$ cat config.mk
export PLATFORM = sky130hd
export DESIGN_NAME = fetch_unit
export DESIGN_NICKNAME = d
export VERILOG_FILES = /design/src/rtl/fetch_unit.sv
export SDC_FILE = /design/constraint.sdc
export NUM_CORES = 1
export LEC_CHECK = 0
export CAP_MARGIN = 5
export CORE_MARGIN = 5
export CORE_UTILIZATION = 45
export DETAILED_ROUTE_END_ITERATION = 12
export GPL_TIMING_DRIVEN = 1
export PLACE_DENSITY = 0.79
export SLEW_MARGIN = 15
export SYNTH_ARGS = -nofsm -noshare
export SYNTH_HDL_FRONTEND = slang
export SYNTH_SLANG_ARGS = --single-unit
$ cat constraint.sdc
create_clock -name clock -period 2.1 [get_ports clock]
set_input_delay 0.63 -clock clock [delete_from_list [all_inputs] [get_ports clock]]
set_output_delay 0.63 -clock clock [all_outputs]
set_load 0.01 [all_outputs]
$ cat src/rtl/fetch_unit.sv
// Instruction-fetch stage: owns PC and IR and runs a req/ack fetch transaction
// with a bounded wait. The timeout substitutes a NOP and raises a sticky fault.
module fetch_unit #(
  parameter int                    ADDR_WIDTH   = 8,
  parameter int                    DATA_WIDTH   = 8,
  parameter logic [ADDR_WIDTH-1:0] RESET_VECTOR = '0,
  parameter logic [DATA_WIDTH-1:0] NOP_OPCODE   = '0,
  parameter int                    MAX_WAIT     = 15
) (
  input  logic                  clock,
  input  logic                  clear,
  input  logic                  clock_enable,
  input  logic                  fetch_start,
  input  logic                  pc_inc,
  input  logic                  pc_load,
  input  logic [ADDR_WIDTH-1:0] jump_target,
  output logic                  mem_req,
  output logic [ADDR_WIDTH-1:0] mem_addr,
  input  logic                  mem_ack,
  input  logic [DATA_WIDTH-1:0] mem_rdata,
  output logic [DATA_WIDTH-1:0] IR,
  output logic [ADDR_WIDTH-1:0] pc,
  output logic                  ir_valid,
  output logic                  fetch_busy,
  output logic                  fetch_fault
);

  localparam logic [7:0] LAST_WAIT = 8'(MAX_WAIT - 1);

  typedef enum logic {
    S_IDLE,
    S_WAIT
  } state_t;

  state_t     state, state_next;
  logic [7:0] wait_cnt;
  logic       start, ack_hit, timeout_hit, cnt_inc;

  always_ff @(posedge clock) begin
    if (clear) state <= S_IDLE;
    else       state <= state_next;
  end

  always_comb begin
    state_next  = state;
    start       = 1'b0;
    ack_hit     = 1'b0;
    timeout_hit = 1'b0;
    cnt_inc     = 1'b0;
    case (state)
      S_IDLE: begin
        if (fetch_start && clock_enable) begin
          start      = 1'b1;
          state_next = S_WAIT;
        end
      end
      S_WAIT: begin
        // Ack takes precedence over an expiring wait on the same edge.
        if (mem_ack) begin
          ack_hit    = 1'b1;
          state_next = S_IDLE;
        end else if (wait_cnt == LAST_WAIT) begin
          timeout_hit = 1'b1;
          state_next  = S_IDLE;
        end else begin
          cnt_inc = 1'b1;
        end
      end
      default: state_next = S_IDLE;
    endcase
  end

  always_ff @(posedge clock) begin
    if (clear) begin
      mem_req     <= 1'b0;
      mem_addr    <= RESET_VECTOR;
      IR          <= NOP_OPCODE;
      ir_valid    <= 1'b0;
      fetch_fault <= 1'b0;
      wait_cnt    <= '0;
    end else begin
      if (start) begin
        mem_req  <= 1'b1;
        mem_addr <= pc;
        ir_valid <= 1'b0;
        wait_cnt <= '0;
      end
      if (ack_hit) begin
        IR       <= mem_rdata;
        ir_valid <= 1'b1;
        mem_req  <= 1'b0;
      end else if (timeout_hit) begin
        IR          <= NOP_OPCODE;
        ir_valid    <= 1'b1;
        fetch_fault <= 1'b1;
        mem_req     <= 1'b0;
      end else if (cnt_inc) begin
        wait_cnt <= wait_cnt + 8'd1;
      end
    end
  end

  // PC runs independently of the fetch FSM; mem_addr keeps the in-flight address.
  always_ff @(posedge clock) begin
    if (clear) begin
      pc <= RESET_VECTOR;
    end else if (clock_enable) begin
      if (pc_load)     pc <= jump_target;
      else if (pc_inc) pc <= pc + 1'b1;
    end
  end

  assign fetch_busy = mem_req;

endmodule

# After elaboration in Yosys (flattened, before gate mapping)
# Cells that the tools add are included.
totals:
  regBits: 36
  latchBits: 0
  ram_bits: 0
  rom_bits: 0
  inputBits: 23
  out_inout_bits: 28
  wordCells: 42
  memories: 0
op_classes:
  n_addsub: 2
  mul: 0
  n_div: 0
  n_lt_le_gt_ge: 0
  eq_ne: 1
  n_shift: 0
  muxes: 22
  n_bitwise: 2
  n_reduce_logical: 7
op_table:
  columns: ["op", "count"]
  rows:
  - ["$mux 8", 8]
  - ["$add 8x1->8 const B", 2]
  - ["$mux 1", 13]
  - ["$eq 8x4->1 const B", 1]
  - ["$reduce_and 2->1", 2]
  - ["$reduce_bool 2->1", 2]
  - ["$reduce_bool 3->1", 1]
  - ["$reduce_or 3->1", 1]
  - ["$not 1->1", 2]
  - ["$pmux 1 s2", 1]
  - ["$logic_and 1x1->1", 1]

# Longest topological paths before layout
# Gate-level depths: netlist of the first run.
logic_depth:
  word_depth: 7
  ltp_mapped: 6
  ltp_nobuf: 6

# Worst setup path after synthesis of the first run
# No wires, ideal clock.
synth_timing:
  path_kind: "input-to-reg"
  start: "input mem_ack"
  end: "register wait_cnt[7]"
  setup_ns: 0.070
  t_arrival_ns: 1.514
  t_required_ns: 2.030
  path_slack_ns: 0.516
  path_stages: 5
  n_path_buf: 1
  cell_sequence: "and2b_1 buf_6 nand3_2 or4_1 a21oi_1"
synth_via:
  elab_chain_cells: 5
  word_cells_on_any_way: 9
  classes_between: "9 x mux"
synth_lines:
  columns: ["item", "line", "source"]
  rows:
  - ["start: declaration", "19", "input logic mem_ack,"]
  - ["$mux 1", "59", "if (mem_ack) begin"]
  - ["$mux 1", "50", "case (state)"]
  - ["$mux 8", "97", "end else if (cnt_inc) begin"]
  - ["$mux 8", "92", "end else if (timeout_hit) begin"]
  - ["$mux 8 (*)", "88", "if (ack_hit) begin"]
  - ["end signal: assignment", "98", "wait_cnt <= wait_cnt + 8'd1;"]
  - ["end: declaration", "36", "logic [7:0] wait_cnt;"]
# Mark *: on every way between the ends. The rest lies on a longest branch, timed or not.
# A chain may end at the register's enable or synchronous reset.

# Worst setup path after layout of the first run
layout_timing:
  start: "register pc[5]"
  end: "output pc[5]"
layout_rtl:
  columns: ["item", "line", "source"]
  rows:
  - ["start: declaration", "22", "output logic [ADDR_WIDTH-1:0] pc,"]
  - ["start signal: assignment", "108", "if (pc_load) pc <= jump_target;"]
  - ["start signal: assignment", "109", "else if (pc_inc) pc <= pc + 1'b1;"]
# No word-level cell between the ends.

==> results.cfg, run 1 <==
[worst_setup_path]
crit_type = flop to output pin
setup.worst_path.start = pc[5]
cp-end-kind = output pin
critPathSlowestCell = clkdlybuf4s50_1
crit_fanout = 7
worstSetupStartpointType = flop
crit_path_max_incr_delay_ps = 580
r2r-start = wait_cnt[0]
rrSetupSlack_ps = 490
cp.arrival_ps = 1380
path_cells = clkdlybuf4s50_1
crit_buf_inv = 1
critical_path.top_delay_family = buffers and inverters
worstPathRequired_ps = 1470

[cells_and_area]
multi_input_comb_area_sq_um = 815
nFillCells = 288
stdcell_count = 290
drive_above_1_share = 0.115
seqCellArea_sq_um = 721
diodes = 0
final_util = 0.677
nets = 269
area_delta_synth_final_pct = 43.7

[clock_tree]
cts_resized = 0
cts-root-buf = clkbuf_4
cts_buffers = 5
clk_latency_ps = 330
htreeDepth = 2
cts_max_path_buffers = 2
post_cts_buffers = 0
cts_hold_buffers = 0
cts_tree = built
clk_pin_slew_ps = 110
clock-sinks = 36

[logic_synthesis]
synthCells = 181
synth_top_family_by_area = compound AO/OA/AOI/OAI gates
seq_area_frac_synth = 0.451
synth_cell_type_count = 43
yosys.area_share.simple = 0.230
yosysWarnings = 0
synth-compound-area-share = 0.238
ys_ff_latch = 36
synth_mux_area_frac = 0.0188
synth-xor-area-share = 0
synth_area_per_cell_sq_um = 8.82
synth_area_sq_mm = 0.00160
synthAdderAreaFrac = 0.0235
syn-num-nets = 207

[timing]
hold_viol_final = 0
setup_violations = 0
slew_viol_final = 0
slew_headroom = 0.656
period_needed_ps = 2010
tightest_slew_ps = 515
fmax_mhz = 498
hold_ws_ps = 461
final.period_utilization = 0.956
fin_skew_ps = 7.19
rsz0062_at_grt = no

[drt]
routed_wl_um = 3840
drc_errors = 0
avgViaCountPerCell = 5.19
via_count = 1505
ant_nets = 0
route.detailed.wl_per_inst_um = 13.2
dr.pass1.iters = 4
drt_iter0_drc = 67

[grt]
grt_pass1_vias = 1466
grt_antenna_before_repair = 0
grt_first_pass_wirelength_um = 6630
grt_max_degree = 15
overflow = 0
track_usage = 0.165

[power]
power_frac_comb = 0.143
p_per_area_mw_per_mm2 = 608
seqPwrFrac = 0.517
power_switching_share = 0.234
p_leak_nw = 0.842
vdd_drop_max_uv = 333
p_sw_mw = 0.327
clkPwrFrac = 0.340
cell_internal_pwr_mw = 1.07

[place]
dpl.hpwl_um = 2890
dp_cells = 282
io_buffers = 50
place.gp.congestion = 0.778

[floorplanning]
io_pins = 51
die_w_um = 69.6
row_count = 21
start_util = 0.471
dieHeight_um = 69.6
core-area_sq_mm = 0.00339
dieArea_sq_mm = 0.00484

[outcome]
status = finished, final reports clean

[job]
drv_cap = 0

[hold_path]
min_from = ir_valid
min_path_type = flop to flop
## state kept, by name, indices dropped and copies added, names as in the netlist
register and count:
IR 8, mem_addr 8, pc 8, wait_cnt 8, fetch_busy 1, fetch_fault 1
ir_valid 1, state 1
## cells by family (layout without fill, tap and decap cells)
| logic type | count (synthesis) | count (layout) |
|---|---|---|
| simple gates | 70 | 70 |
| compound gates | 56 | 56 |
| flops | 36 | 36 |
| buf+inv | 13 | 76 |
| fa+ha+maj | 3 | 3 |
| mux | 3 | 3 |
## per-layer routing
| metal | wire length (um) | vias to the layer above | share of wire | track usage |
|---|---|---|---|---|
| met2 | 1890 | 41 | 0.49 | 0.282 |
| met5 | 0 | - | 0 | 0 |
| li1 | - | 785 | - | - |
| met1 | 1710 | 675 | 0.45 | 0.193 |
| met4 | 40 | 0 | 0.010 | 0.0629 |
| met3 | 196 | 4 | 0.051 | 0.0464 |
## power groups by stage
| stage | clock network [mW] | logic (mW) | registers, mW |
|---|---|---|---|
| 6_report | 0.474 | 0.200 | 0.721 |
| 5_1_grt | 0.506 | 0.219 | 0.725 |
| 4_1_cts | 0.483 | 0.201 | 0.721 |
| 3_5_place_dp | 0 | 0.200 | 0.736 |
| 3_3_place_gp | 0 | 0.198 | 0.737 |
| 2_1_floorplan | 0 | 0.0768 | 0.744 |
## through the flow
step / TNS (ps) / power, mW / instance area, sq um / setup WS, ps
6_report: 0 / 1.39 / 2290 / 92.2
5_1_grt: 0 / 1.45 / 2290 / 41.4
4_1_cts: 0 / 1.41 / 2290 / 93.0
3_5_place_dp: -41.1 / 0.937 / 2220 / -41.1
3_3_place_gp: 0 / 0.935 / 2220 / 26.8
2_1_floorplan: 0 / 0.820 / 1600 / 516
## cell usage after synthesis, drive strengths merged
| cell | count | area share |
|---|---|---|
| dfxtp | 36 | 0.45 |
| nand2 | 26 | 0.061 |
| a21oi | 22 | 0.071 |
| nand3 | 13 | 0.044 |
| a22o | 8 | 0.044 |
| nor2 | 8 | 0.019 |
| clkbuf | 6 | 0.014 |
| o21ai | 6 | 0.026 |
| a211oi | 4 | 0.019 |
| buf | 4 | 0.017 |
| nand4b | 4 | 0.022 |
| or3 | 4 | 0.019 |
| a31oi | 3 | 0.012 |
| and3 | 3 | 0.012 |
| ha | 3 | 0.024 |
| inv | 3 | 0.0071 |
| mux2i | 3 | 0.019 |
| o31ai | 3 | 0.014 |
| and2 | 2 | 0.0078 |
| nand3b | 2 | 0.0094 |
| nand4 | 2 | 0.0078 |
| o21a | 2 | 0.0094 |
| o21bai | 2 | 0.012 |
| or4 | 2 | 0.0094 |
| a21o | 1 | 0.0047 |
| a2bb2oi | 1 | 0.0055 |
| a31o | 1 | 0.0055 |
| a32o | 1 | 0.0063 |
| and2b | 1 | 0.0047 |
| nand2b | 1 | 0.0039 |
| nor3b | 1 | 0.0047 |
| o22ai | 1 | 0.0039 |
| o311ai | 1 | 0.0055 |
| or3b | 1 | 0.0055 |
## cell type report
| class | instances | area share |
|---|---|---|
| repair buffers | 65 | 0.267 |
| clock buffers | 6 | 0.0180 |
| well taps | 46 | 0.0251 |
| multi-input cells | 132 | 0.355 |
| inverters | 3 | 0.00491 |
| flip-flops and latches | 36 | 0.314 |
| clock inverters | 2 | 0.0153 |
## layout by cell type, fill, tap and decap left out, types with 4 or more instances in the layout
cell type | Yosys | final
a211oi_1 | 4 | 4
a21oi_1 | 21 | 21
a22o_1 | 8 | 8
buf_4 | 1 | 15
clkbuf_4 | 0 | 5
clkdlybuf4s50_1 | 0 | 50
dfxtp_1 | 36 | 36
nand2_1 | 26 | 26
nand3_1 | 12 | 12
nand4b_1 | 4 | 4
nor2_1 | 8 | 8
o21ai_0 | 4 | 4
## worst paths after layout
path         cells past startpoint        to
min reg2reg                      2  ir_valid
min                              2  ir_valid
max reg2reg                      6     IR[2]
max                              1     pc[5]
No activity file was read; power rests on OpenSTA's default activity.
==> run 2: changes to the inputs <==
- SETUP_SLACK_MARGIN: unset -> 0.1
==> run 2 against run 1 <==
Net effect: clock skew about the same; sequential share of layout area is 0.11 points higher; setup slack improved by 87 ps; highest routed layer unchanged; non-clock buffer count unchanged; largest cell class unchanged.
==> results.cfg, run 2 (same netlist as run 1, synthesis figures left out) <==
[power]
vdd_drop_max_uv = 329
power_frac_comb = 0.143
power_switching_share = 0.234
clkPwrFrac = 0.340
p_leak_nw = 0.859
p_sw_mw = 0.327
p_per_area_mw_per_mm2 = 606
cell_internal_pwr_mw = 1.07
seqPwrFrac = 0.517

[clock_tree]
clock-sinks = 36
cts_buffers = 5
clk_latency_ps = 330
cts_tree = built
htreeDepth = 2
clk_pin_slew_ps = 110
cts_hold_buffers = 0
post_cts_buffers = 0
cts-root-buf = clkbuf_4
cts_max_path_buffers = 2

[hold_path]
min_path_type = flop to flop

[grt]
track_usage = 0.165
grt_pass1_vias = 1466
overflow = 0
grt_max_degree = 15
grt_antenna_before_repair = 0
grt_first_pass_wirelength_um = 6630

[drt]
drt_iter0_drc = 67
ant_nets = 0
route.detailed.wl_per_inst_um = 13.2
avgViaCountPerCell = 5.21
routed_wl_um = 3830
dr.pass1.iters = 4
via_count = 1510
drc_errors = 0

[place]
dp_cells = 282
io_buffers = 50
place.gp.congestion = 0.778
dpl.hpwl_um = 2890

[worst_setup_path]
path_depth = 1
crit_fanout = 7
r2r-start = wait_cnt[0]
crit_type = flop to output pin
worstPathRequired_ps = 1470
path_cells = clkdlybuf4s50_1
crit_end = pc[5]
cp-end-kind = output pin
crit_path_max_incr_delay_ps = 560
critical_path.top_delay_family = buffers and inverters
crit_buf_inv = 1
rrSetupSlack_ps = 490
setup.worst_path.start = pc[5]
rr_worst_depth = 6
cp.arrival_ps = 1290
worstSetupStartpointType = flop
critPathSlowestCell = clkdlybuf4s50_1
worstReg2RegEnd = IR[2]

[cells_and_area]
nFillCells = 287
diodes = 0
final_cell_mix = clkdlybuf4s50_1, dfxtp_1, nand2_1
final_common_cell = clkdlybuf4s50_1
stdcell_count = 290
area_delta_synth_final_pct = 44.1
seqCellArea_sq_um = 726
nets = 269
multi_input_comb_area_sq_um = 815
drive_above_1_share = 0.131

[timing]
setup_violations = 0
tightest_slew_ps = 511
period_needed_ps = 1920
hold_ws_ps = 461
fin_skew_ps = 7.20
hold_viol_final = 0
setup_tns_ps = 0
rsz0062_at_grt = no
fmax_mhz = 521
slew_headroom = 0.658
slew_viol_final = 0
final.period_utilization = 0.915

[floorplanning]
dieArea_sq_mm = 0.00484
io_pins = 51
row_count = 21
start_util = 0.471
dieHeight_um = 69.6
core-area_sq_mm = 0.00339
die_w_um = 69.6

[outcome]
status = finished, final reports clean

[job]
drv_cap = 0
-- run 2: per-stage QoR --
step                      setup WS (ps)  power [mW]  instance area (sq um)   util
after floorplan                     516       0.820                   1600      -
after global placement             26.8       0.935                   2220  0.654
after detailed placement          -41.1       0.937                   2220  0.654
after CTS                           128        1.41                   2290  0.677
after global routing                134        1.45                   2300  0.679
final                               179        1.40                   2300  0.679
-- run 2: area by class of cell --
class / instances / share of cell area
Clock buffer: 6 / 0.0179
Clock inverter: 2 / 0.0152
Inverter: 3 / 0.00489
Multi-Input combinational cell: 132 / 0.354
Sequential cell: 36 / 0.315
Tap cell: 46 / 0.0250
Timing Repair Buffer: 65 / 0.268
-- run 2: how the worst min path moves through the flow --
| stage | from | end | slack, ps | depth (start not counted) |
|---|---|---|---|---|
| CTS | ir_valid | ir_valid | 460 | 2 |
| global placement | ir_valid | ir_valid | 440 | 2 |
| global route | mem_addr[0] | mem_addr[0] | 480 | 2 |
| floorplan | wait_cnt[7] | wait_cnt[7] | 460 | 2 |
| finish | ir_valid | ir_valid | 460 | 2 |
| detailed placement | ir_valid | ir_valid | 450 | 2 |
-- run 2: layer usage --
metal	GRT usage	vias up	wire [um]
li1	-	785	-
met1	0.193	677	1710
met2	0.282	44	1890
met3	0.0464	4	199
met4	0.0629	0	40
met5	0	-	0
-- run 2: repair_timing --
item,4_1_cts,5_1_grt
endpoints found under the setup margin,1,4
pin swaps,0,0
resized for setup,1,4
-- run 2: power by group through the flow --
stage	clock (mW)	combinational (mW)	sequential (mW)
CTS	0.483	0.201	0.721
detailed placement	0	0.200	0.736
global route	0.506	0.218	0.726
global placement	0	0.198	0.737
finish	0.474	0.199	0.722
floorplan	0	0.0768	0.744
==> run 3: changes to the inputs <==
- GPL_ROUTABILITY_DRIVEN: unset -> 0
==> results of run 3 <==
No change in the layout: final DEF, timing and power equal those of run 2.
